### src/rtl/imem_pkg.sv
// imem_pkg: shared loader state encoding and word geometry.
//   Holds the state enum and the bytes-per-word constant and helper,
//   used by imem_loader and imem_word_asm.
package imem_pkg;
  typedef enum logic [2:0] {IDLE, LOAD, WRITE, CHK, DONE} state_t;
  localparam int DEF_DWIDTH = 16;
  localparam int BYTES_PER_WORD = DEF_DWIDTH / 8;
  function automatic int bytes_per_word(input int dwidth);
    return dwidth / 8;
  endfunction
endpackage

### src/rtl/imem_loader_if.sv
// imem_loader_if: byte-stream sink and imem write port of the loader.
//   rx_data/rx_valid/rx_ready : byte stream, transfer on rx_valid && rx_ready
//   mem_data/mem_addr/mem_we  : imem write port
//   modport master is the loader side, modport slave the environment side.
interface imem_loader_if #(
  parameter int DWIDTH = 16,
  parameter int ADDR_WIDTH = 16
);
  logic [7:0] rx_data;
  logic rx_valid;
  logic rx_ready;
  logic [DWIDTH-1:0] mem_data;
  logic [ADDR_WIDTH-1:0] mem_addr;
  logic mem_we;
  modport master(input rx_data, rx_valid, output rx_ready, mem_data, mem_addr, mem_we);
  modport slave(output rx_data, rx_valid, input rx_ready, mem_data, mem_addr, mem_we);
endinterface

### src/rtl/imem_word_asm.sv
// imem_word_asm: byte shift register and byte counter assembling one word.
//   clk, rst : clock, synchronous active-high reset
//   shift    : accept byte_in this cycle
//   byte_in  : incoming byte, first byte of a word ends up least significant
//   nxt      : word value including byte_in (valid to capture on the last byte)
//   last     : byte_in is the final byte of the current word
module imem_word_asm import imem_pkg::*; #(
  parameter int DWIDTH = 16
) (
  input  logic clk,
  input  logic rst,
  input  logic shift,
  input  logic [7:0] byte_in,
  output logic [DWIDTH-1:0] nxt,
  output logic last
);
  localparam int BPW = bytes_per_word(DWIDTH);
  localparam int CW = BPW > 1 ? $clog2(BPW) : 1;
  logic [DWIDTH-1:0] sr;
  logic [CW-1:0] cnt;
  // New bytes enter at the top and move down, so the first byte lands in the LSBs.
  assign nxt = DWIDTH'({byte_in, sr} >> 8);
  assign last = cnt == CW'(BPW - 1);
  always_ff @(posedge clk)
    if (rst) begin
      sr <= '0;
      cnt <= '0;
    end else if (shift) begin
      sr <= nxt;
      cnt <= last ? '0 : cnt + 1'b1;
    end
endmodule

### src/rtl/imem_loader.sv
// imem_loader: loads num_words words from a byte stream into imem at base_addr.
//   clk, rst             : clock, synchronous active-high reset
//   start                : one-cycle load request, sampled only in IDLE
//   base_addr, num_words : load parameters, sampled with start
//   bus (master)         : byte stream in, imem write port out
//   busy, done, err      : not-idle flag, completion pulse, sticky checksum error
// Define IMEM_LOADER_CHECKSUM_EN to consume a trailing XOR checksum byte per load.
module imem_loader import imem_pkg::*; #(
  parameter int DWIDTH = 16,
  parameter int ADDR_WIDTH = 16
) (
  input  logic clk,
  input  logic rst,
  input  logic start,
  input  logic [ADDR_WIDTH-1:0] base_addr,
  input  logic [ADDR_WIDTH-1:0] num_words,
  imem_loader_if.master bus,
  output logic busy,
  output logic done,
  output logic err
);
`ifdef IMEM_LOADER_CHECKSUM_EN
  localparam state_t FIN = CHK;
`else
  localparam state_t FIN = DONE;
`endif
  state_t state, state_n;
  logic [ADDR_WIDTH-1:0] word_idx, base, num, addr_q;
  logic [DWIDTH-1:0] data_q, nxt;
  logic fire, last, go;
  assign fire = bus.rx_valid && bus.rx_ready;
  assign go = state == IDLE && start;
  imem_word_asm #(.DWIDTH(DWIDTH)) u_asm (
    .clk(clk),
    .rst(rst),
    .shift(state == LOAD && fire),
    .byte_in(bus.rx_data),
    .nxt(nxt),
    .last(last)
  );
  always_comb begin
    state_n = state == IDLE  ? (start ? (num_words != '0 ? LOAD : DONE) : IDLE)
            : state == LOAD  ? (fire && last ? WRITE : LOAD)
            : state == WRITE ? (word_idx == num - 1'b1 ? FIN : LOAD)
            : state == CHK   ? (fire ? DONE : CHK)
            : IDLE;
    bus.rx_ready = state == LOAD || state == CHK;
    bus.mem_we = state == WRITE;
    busy = state != IDLE;
    done = state == DONE;
  end
  assign bus.mem_data = data_q;
  assign bus.mem_addr = addr_q;
  // Write port is registered on the last byte so it stays stable outside WRITE.
  always_ff @(posedge clk)
    if (rst) begin
      state <= IDLE;
      word_idx <= '0;
      base <= '0;
      num <= '0;
      data_q <= '0;
      addr_q <= '0;
    end else begin
      state <= state_n;
      if (go) begin
        base <= base_addr;
        num <= num_words;
        word_idx <= '0;
      end
      if (state == LOAD && fire && last) begin
        data_q <= nxt;
        addr_q <= base + word_idx;
      end
      if (state == WRITE) word_idx <= word_idx + 1'b1;
    end
`ifdef IMEM_LOADER_CHECKSUM_EN
  logic [7:0] csum;
  logic err_q;
  always_ff @(posedge clk)
    if (rst || go) begin
      csum <= '0;
      err_q <= 1'b0;
    end else if (state == LOAD && fire) csum <= csum ^ bus.rx_data;
    else if (state == CHK && fire && bus.rx_data != csum) err_q <= 1'b1;
  assign err = err_q;
`else
  assign err = 1'b0;
`endif
endmodule

### src/flat_wrapper.sv
// flat-port wrapper written by rule: the top's interface ports become plain ports
module imem_loader_flat import imem_pkg::*;
#(
  parameter int DWIDTH = 16,
  parameter int ADDR_WIDTH = 16
)
  (clk, rst, start, base_addr, num_words, busy, done, err, bus_rx_data, bus_rx_valid, bus_rx_ready, bus_mem_data, bus_mem_addr, bus_mem_we);
  imem_loader_if #(.DWIDTH(DWIDTH), .ADDR_WIDTH(ADDR_WIDTH)) bus_i ();
  input  logic clk;
  input  logic rst;
  input  logic start;
  input  logic [ADDR_WIDTH-1:0] base_addr;
  input  logic [ADDR_WIDTH-1:0] num_words;
  output logic busy;
  output logic done;
  output logic err;
  input wire logic [$bits(bus_i.rx_data)-1:0] bus_rx_data;
  input wire logic [$bits(bus_i.rx_valid)-1:0] bus_rx_valid;
  output wire logic [$bits(bus_i.rx_ready)-1:0] bus_rx_ready;
  output wire logic [$bits(bus_i.mem_data)-1:0] bus_mem_data;
  output wire logic [$bits(bus_i.mem_addr)-1:0] bus_mem_addr;
  output wire logic [$bits(bus_i.mem_we)-1:0] bus_mem_we;
  assign bus_i.rx_data = bus_rx_data;
  assign bus_i.rx_valid = bus_rx_valid;
  assign bus_rx_ready = bus_i.rx_ready;
  assign bus_mem_data = bus_i.mem_data;
  assign bus_mem_addr = bus_i.mem_addr;
  assign bus_mem_we = bus_i.mem_we;
  imem_loader #(.DWIDTH(DWIDTH), .ADDR_WIDTH(ADDR_WIDTH)) u_core (.clk(clk), .rst(rst), .start(start), .base_addr(base_addr), .num_words(num_words), .bus(bus_i), .busy(busy), .done(done), .err(err));
endmodule
### config.mk
export PLATFORM = sky130hd
export DESIGN_NAME = imem_loader_flat
export DESIGN_NICKNAME = d
export VERILOG_FILES = /design/src/rtl/imem_pkg.sv /design/src/rtl/imem_loader_if.sv /design/src/rtl/imem_word_asm.sv /design/src/rtl/imem_loader.sv /design/src/flat_wrapper.sv
export SDC_FILE = /design/constraint.sdc
export NUM_CORES = 1
export LEC_CHECK = 0
export BUFFER_PORTS_ARGS = -buffer_cell sky130_fd_sc_hd__clkbuf_2
export CAP_MARGIN = 30
export CORE_UTILIZATION = 55
export CTS_CLUSTER_SIZE = 30
export DETAILED_ROUTE_END_ITERATION = 6
export PLACE_DENSITY_LB_ADDON = 0.25
export SLEW_MARGIN = 20
export SYNTH_ARGS = -nofsm -noshare
export SYNTH_HDL_FRONTEND = slang
export SYNTH_SLANG_ARGS = --single-unit
### constraint.sdc
create_clock -name clk -period 2.8 [get_ports clk]
set_input_delay 0.14 -clock clk [delete_from_list [all_inputs] [get_ports clk]]
set_output_delay 0.14 -clock clk [all_outputs]
set_load 0.02 [all_outputs]
# --- Yosys cells after proc, flatten, opt, wreduce, memory -nomap -nowiden ---
# Index checks and enable logic that the tools add are counted.
totals:
  inputBits: 44
  out_inout_bits: 37
  register_bits: 100
op_classes:
  add_sub_neg: 4
  n_eq_ne: 5
  mux: 12
  reduce_logical: 10
op_table:
  columns: ["op", "n"]
  rows:
  - ["16-bit two-way mux", 2]
  - ["3-bit two-way mux", 8]
  - ["16-bit by 1-bit adder with 16-bit output, second input constant", 1]
  - ["16-bit adder", 1]
  - ["16-bit equality test", 1]
  - ["16-bit nonzero test", 1]
  - ["16-bit by 1-bit subtractor with 16-bit output, second input constant", 1]
  - ["3-bit by 2-bit equality test with 1-bit output, second input constant", 2]
  - ["1-bit logical AND", 5]
  - ["3-bit by 1-bit equality test with 1-bit output, second input constant", 1]
  - ["3-bit equality test, second input constant", 1]
  - ["3-bit zero test", 1]
  - ["3-bit nonzero test", 1]
  - ["2-bit two-way mux", 1]
  - ["2-bit nonzero test", 1]
  - ["1-bit adder, second input constant", 1]
  - ["1-bit logical OR", 1]
  - ["1-bit two-way mux", 1]

# --- Logic depth before layout (Yosys ltp) ---
# Gate-level depths: netlist of run 1.
depth:
  depth_word: 8
  depth_mapped: 10
  depth_no_buf: 10

# --- Modules after synthesis ---
# Synthesis of run 1 repeated with hierarchy kept, for this count alone.
unflattened:
  hier_cells: 610
  hier_area_um2: 4795.8
modules_own_cells:
  columns: ["mod", "seq_area_each_um2", "area_per_inst_um2", "instances", "cells_each"]
  rows:
  - ["imem_loader", 1661.6, 4418.0, 1, 573]
  - ["imem_word_asm", 180.2, 377.9, 1, 37]

# --- Worst setup path before layout of run 1 ---
# Ideal clock, no wire load.
synth_timing:
  path_type: "flip-flop to flip-flop"
  from: "register u_core.num[0]"
  to: "register u_core.state[2]"
  t_required_ps: 2712
  setup_slack_ps: 337
  arrival_ps: 2375
  setup_ps: 88
  path_stages_with_launch: 11
  cell_sequence: "dfxtp_1 > inv_1 > ha_1 > or4b_1 > buf_2 > or3_1 > a21o_1 > a221oi_1 > nand4_1 > o211a_1 > nor4_2"
synth_via:
  elab_chain_cells: 6
synth_lines:
  columns: ["element", "line_no", "rtl"]
  rows:
  - ["start: declaration", "imem_loader.sv:28", "logic [ADDR_WIDTH-1:0] word_idx, base, num, addr_q;"]
  - ["start signal: assignment", "imem_loader.sv:67", "num <= num_words;"]
  - ["16-bit by 1-bit subtractor with 16-bit output", "imem_loader.sv:44", ": state == WRITE ? (word_idx == num - 1'b1 ? FIN : LOAD)"]
  - ["16-bit equality test", "imem_loader.sv:44", null]
  - ["3-bit two-way mux (2 in a row)", "imem_loader.sv:44", null]
  - ["3-bit two-way mux", "imem_loader.sv:43", ": state == LOAD ? (fire && last ? WRITE : LOAD)"]
  - ["3-bit two-way mux", "imem_loader.sv:42", "state_n = state == IDLE ? (start ? (num_words != '0 ? LOAD : DONE) : IDLE)"]
  - ["end signal: assignment", "imem_loader.sv:64", "state <= state_n;"]
  - ["end: declaration", "imem_loader.sv:27", "state_t state, state_n;"]
# No other way between the ends.
# A chain may end at the register's enable or synchronous reset.

# --- Final worst setup path of run 1 ---
layout_timing:
  from: "register u_core.word_idx[6]"
  to: "register u_core.addr_q[13] (netlist: u_core.bus.mem_addr[13])"
layout_via:
  elab_chain_cells: 1
layout_lines:
  columns: ["element", "line_no", "rtl"]
  rows:
  - ["start: declaration", "imem_loader.sv:28", null]
  - ["start signal: assignment", "imem_loader.sv:74", "if (state == WRITE) word_idx <= word_idx + 1'b1;"]
  - ["16-bit adder", "imem_loader.sv:72", "addr_q <= base + word_idx;"]
  - ["end signal: assignment", "imem_loader.sv:72", null]
  - ["end: declaration", "imem_loader.sv:28", null]
# No other way between the ends.

==> impl_metrics.json, run 1 <==
{
  "status": "completed",
  "worst_pin_slew_ps": 597,
  "die_h_um": 94.9,
  "finalWirelength_um": 12300,
  "whs_ps": 20.8,
  "dp.final_hpwl_um": 8400,
  "drtPass1Iterations": 5,
  "cts_max_level": 3,
  "nNetsFinal": 778,
  "clk_pin_slew_ps": 110,
  "synth_cells": 617,
  "crit_type": "register to register",
  "holdCritPathClass": "primary input to register",
  "numCtsBuffers": 9,
  "critPathArrivalTime_ps": 2890,
  "avgViaCountPerCell": 5.73,
  "syn-cell-area_sq_mm": 0.00475,
  "sw_frac_of_total_pct": 30.2,
  "final_cell_mix": "143 x nand2_1, 92 x dfxtp_1, 83 x a21oi_1, 79 x clkbuf_2, 42 x nor2_1",
  "num_rows": 33,
  "hold_violations": 0,
  "layout_setup_ws_ps": 219,
  "drive_gt1_share_pct": 16.2,
  "ioPinCount": 81,
  "pwr-share-seq_pct": 51.7,
  "vias": 4731,
  "synth_area_per_cell_sq_um": 7.69,
  "synth_edf_count": 0,
  "initial_core_util_pct": 57.2,
  "critPathRequiredTime_ps": 3110,
  "cp-start-kind": "register",
  "fmax_mhz": 387,
  "cts_buffer_depth": 2,
  "post-place-ws_ps": 240,
  "setup_violations": 0,
  "gp_congestion": 0.874,
  "grt-ovfl-total": 0,
  "finalInstanceArea_sq_mm": 0.00572,
  "ys_warn_count": 0,
  "drt_iter0_drc": 257,
  "cts_setup_buffers": 0,
  "ir_worst_vdd_v": 0.000316,
  "ant_nets": 0,
  "grt.total_usage_pct": 29.0,
  "rsz0062_at_grt": "false",
  "ys.flop_type": "dfxtp_1",
  "fin_crit_ps": 2580,
  "drv_slew": 0,
  "port_buffers": 79,
  "crit_fanout": 6,
  "max-slew-margin-rel_pct": 60.1,
  "die_x_um": 94.9,
  "grt_max_degree": 44,
  "antennaDiodeCount": 0,
  "cts.sinks": 92,
  "clkLatencyLatePin_ps": 370,
  "grt_pass1_vias": 4499,
  "endpoint_kind": "register",
  "ys_seq_area_share_pct": 38.8,
  "drv_cap": 0,
  "synth_nets": 679,
  "core_sq_mm": 0.00830,
  "finalCritPeriodShare_pct": 92.2,
  "remaining_drc_errors": 0,
  "grt_pass1_wl_um": 20400,
  "r2r_setup_slack_ps": 220,
  "final_common_cell": "nand2_1",
  "fin_setup_tns_ps": 0,
  "p_switching_mw": 0.811,
  "wire_per_inst_um": 14.9,
  "async_flop_share_pct": 0,
  "cts-root-buf": "clkbuf_8",
  "leakagePower_nw": 2.38,
  "antenna_found_initial": 0,
  "place_area_sq_mm": 0.00519,
  "synth-seq-cells": 92,
  "pwr-share-clk_pct": 32.9,
  "synthToLayoutAreaGrowth_pct": 20.6,
  "fin_skew_ps": 17.7,
  "fillers": 686,
  "power.density_mw_per_mm2": 470,
  "intPower_mw": 1.88,
  "synth_cell_types": 60,
  "dieArea_sq_mm": 0.00900,
  "power_frac_comb_pct": 15.4,
  "tritoncts": "yes"
}
## cells in the mapped netlist, types with 3 or more instances
library cell	number	area share, %
o21a_1	8	1.3
o31ai_1	4	0.63
ha_1	17	4.5
nand3b_1	6	0.95
xor2_1	14	2.6
and4_1	3	0.55
a31oi_1	4	0.53
nand4_1	8	1.1
xnor2_1	14	2.6
a21o_1	7	1.1
nor3_1	17	1.8
o21ai_0	14	1.5
nand2_1	143	11
clkbuf_1	28	2.2
dfxtp_1	92	39
nand3_1	23	2.4
nand2b_1	3	0.40
a211oi_1	8	1.3
nor4_1	7	0.92
inv_1	10	0.79
a21oi_1	83	8.8
buf_2	4	0.42
or3_1	6	0.79
nor2b_1	5	0.66
mux2i_1	3	0.63
nor2_1	42	3.3
## critical path: stages (launching register included)
cell and delay, ps:
dfxtp_1 400, ha_1 420, and4_1 240, o2bb2ai_1 120, a21oi_1 60, a21oi_1 280
a41oi_1 230, or4b_2 640, a31oi_1 130
## worst paths after layout
check | start | end | depth (start not counted)
max | u_core.word_idx[6] | u_core.bus.mem_addr[13] | 8
min reg2reg | u_core.u_asm.sr[13] | u_core.bus.mem_data[5] | 2
min | base_addr[4] | u_core.base[4] | 3
max reg2reg | u_core.word_idx[6] | u_core.bus.mem_addr[13] | 8
## power groups by stage
stage	registers [mW]	clock network [mW]	logic [mW]
finish	1.39	0.884	0.413
global route	1.40	0.944	0.458
CTS	1.39	0.897	0.408
detailed placement	1.42	0	0.367
global placement	1.42	0	0.356
floorplan	1.41	0	0.267
## sequential cells by signal, summed over array words and instances (netlist names)
name                 flops
u_core.num              16
u_core.state             3
u_core.base             16
u_core.u_asm.sr          8
u_core.bus.mem_addr     16
u_core.word_idx         16
u_core.bus.mem_data     16
u_core.u_asm.last        1
## per-layer routing
layer | wire length [um] | vias up | GRT usage (%)
met1 | 5380 | 2228 | 35.7
met4 | 172 | 0 | 10.4
met5 | 0 | - | 0
met2 | 6150 | 145 | 51.1
met3 | 585 | 17 | 4.11
li1 | - | 2341 | -
## layout make-up
cell class                      count  area (sq um)  area share, %
Clock inverter                      7          65.1           1.14
Timing Repair Buffer              124           818           14.3
Multi-Input combinational cell    478          2700           47.2
Tap cell                          105           131           2.30
Inverter                           11          41.3          0.722
Sequential cell                    92          1840           32.2
Clock buffer                        9           124           2.16
## cell families after synthesis
group | count (synthesis) | share of synthesized area, %
buffers and inverters | 47 | 4.40
XOR/XNOR | 28 | 5.17
multiplexers | 5 | 1.11
flip-flops | 92 | 38.8
AND/OR/NAND/NOR | 280 | 27.1
other | 1 | 0.0790
adder cells (fa/ha/maj) | 18 | 4.90
AO/OA/AOI/OAI | 146 | 18.4
## per-stage QoR
step                power [mW]  std cells  util, %
finish                    2.69        826     68.9
global route              2.80        826     68.9
CTS                       2.69        826     68.9
detailed placement        1.79        776     62.6
global placement          1.78        776     62.6
floorplan                 1.68        617        -
## repair_timing
| item | 4_1_cts | 5_1_grt |
|---|---|---|
| hold buffers | 34 | 0 |
| gates resized for setup | 0 | 0 |
| endpoints found under the hold margin | 39 | 0 |
Note: power is estimated with default switching activity, not from simulation.
==> inputs of run 2 (changes only) <==
--- a/config.mk
+++ b/config.mk
@@ -10,6 +10,7 @@
 export CORE_UTILIZATION = 55
 export CTS_CLUSTER_SIZE = 30
 export DETAILED_ROUTE_END_ITERATION = 6
+export HOLD_SLACK_MARGIN = 0.1
 export PLACE_DENSITY_LB_ADDON = 0.25
 export SLEW_MARGIN = 20
 export SYNTH_ARGS = -nofsm -noshare
==> run 2 against run 1 <==
Net effect:
- sequential power hardly changed
- critical path depth stayed put
- hold slack better by 110 ps
- sequential cell count stayed put
- cell count is 0.73% higher
- register-to-register slack hardly changed
- clock-buffer cell count stayed put
- highest routed layer unchanged
==> impl_metrics.json, run 2 (synthesized netlist as in run 1, its figures left out) <==
{
  "critPathRequiredTime_ps": 3110,
  "drv_slew": 0,
  "cts.sinks": 92,
  "antennaDiodeCount": 0,
  "die_h_um": 94.9,
  "r2r_setup_slack_ps": 220,
  "max-slew-margin-rel_pct": 60.4,
  "antenna_found_initial": 0,
  "post-place-ws_ps": 240,
  "power.density_mw_per_mm2": 467,
  "final_common_cell": "nand2_1",
  "initial_core_util_pct": 57.2,
  "ioPinCount": 81,
  "cts-root-buf": "clkbuf_8",
  "crit_type": "register to register",
  "finalInstanceArea_sq_mm": 0.00578,
  "dieArea_sq_mm": 0.00900,
  "fmax_mhz": 387,
  "gr-usage-met2_pct": 53.2,
  "grt_use_met3_pct": 3.86,
  "use_met1_pct": 36.0,
  "remaining_drc_errors": 0,
  "wire_per_inst_um": 15.1,
  "core_sq_mm": 0.00830,
  "fin_skew_ps": 17.5,
  "clkLatencyLatePin_ps": 380,
  "cts_setup_buffers": 0,
  "ant_nets": 0,
  "layout_setup_ws_ps": 219,
  "crit_fanout": 6,
  "drtPass1Iterations": 6,
  "holdCritPathClass": "primary input to register",
  "tritoncts": "yes",
  "ir_worst_vdd_v": 0.000316,
  "grt-ovfl-total": 0,
  "leakagePower_nw": 2.40,
  "rsz0062_at_grt": "false",
  "numCtsBuffers": 9,
  "cts_max_level": 3,
  "place_area_sq_mm": 0.00519,
  "cts_buffer_depth": 2,
  "worst_pin_slew_ps": 591,
  "status": "completed",
  "avgViaCountPerCell": 5.74,
  "critPathArrivalTime_ps": 2890,
  "fin_setup_tns_ps": 0,
  "num_rows": 33,
  "grt_pass1_wl_um": 20700,
  "port_buffers": 79,
  "die_x_um": 94.9,
  "dp.final_hpwl_um": 8400,
  "grt_max_degree": 44,
  "cp-start-kind": "register",
  "setup_violations": 0,
  "nNetsFinal": 784,
  "grt.total_usage_pct": 29.5,
  "drv_cap": 0,
  "finalCritPeriodShare_pct": 92.2,
  "grt_pass1_vias": 4535,
  "busiest_layer": "met2",
  "drive_gt1_share_pct": 16.1,
  "endpoint_kind": "register",
  "synthToLayoutAreaGrowth_pct": 21.8,
  "fin_crit_ps": 2580,
  "vias": 4779,
  "hold_violations": 0,
  "final_cell_mix": "143 x nand2_1, 92 x dfxtp_1, 83 x a21oi_1, 79 x clkbuf_2, 42 x nor2_1",
  "gp_congestion": 0.874,
  "drt_iter0_drc": 251,
  "finalWirelength_um": 12600,
  "clk_pin_slew_ps": 110
}
==> run 2: repair_timing <==
action                                 in CTS  in global routing
endpoints found under the hold margin      48                  0
gates resized for setup                     0                  0
hold buffers                               40                  0
==> run 2: path summary, 6_finish.rpt <==
kind | start | endpoint | cells after the start
max | u_core.word_idx[6] | u_core.bus.mem_addr[13] | 8
min | bus_rx_valid | u_core.state[1] | 3
max reg2reg | u_core.word_idx[6] | u_core.bus.mem_addr[13] | 8
min reg2reg | u_core.u_asm.sr[13] | u_core.bus.mem_data[5] | 2
==> run 2: layout make-up <==
cell class	instances	area, sq um
Multi-Input combinational cell	478	2700
Fill cell	678	2520
Sequential cell	92	1840
Timing Repair Buffer	130	878
Tap cell	105	131
Clock buffer	9	124
Clock inverter	7	65.1
Inverter	11	41.3
==> run 2: metrics by stage <==
| stage | util (%) | hold WS, ps | total power [mW] | cells |
|---|---|---|---|---|
| floorplan | - | 276 | 1.68 | 617 |
| global placement | 62.6 | 366 | 1.78 | 776 |
| detailed placement | 62.6 | 369 | 1.79 | 776 |
| CTS | 69.7 | 113 | 2.70 | 832 |
| global route | 69.7 | 164 | 2.81 | 832 |
| finish | 69.7 | 128 | 2.70 | 832 |
==> run 2: power by group <==
part           switching [mW]  internal (mW)
registers              0.0430           1.35
clock network           0.540          0.347
logic                   0.234          0.188
==> run 2: layer usage <==
layer	vias to the layer above	share of wire, %	wire length (um)
met1	2242	44	5520
met5	-	0	0
li1	2352	-	-
met2	162	50	6310
met3	23	4.4	555
met4	0	1.4	175
==> run 2: worst max-delay path, cell delays in order, from the launching register on <==
cell	delay (ps)
dfxtp_1	400
ha_1	420
and4_1	240
o2bb2ai_1	120
a21oi_1	60
a21oi_1	280
a41oi_1	230
or4b_2	640
a31oi_1	130
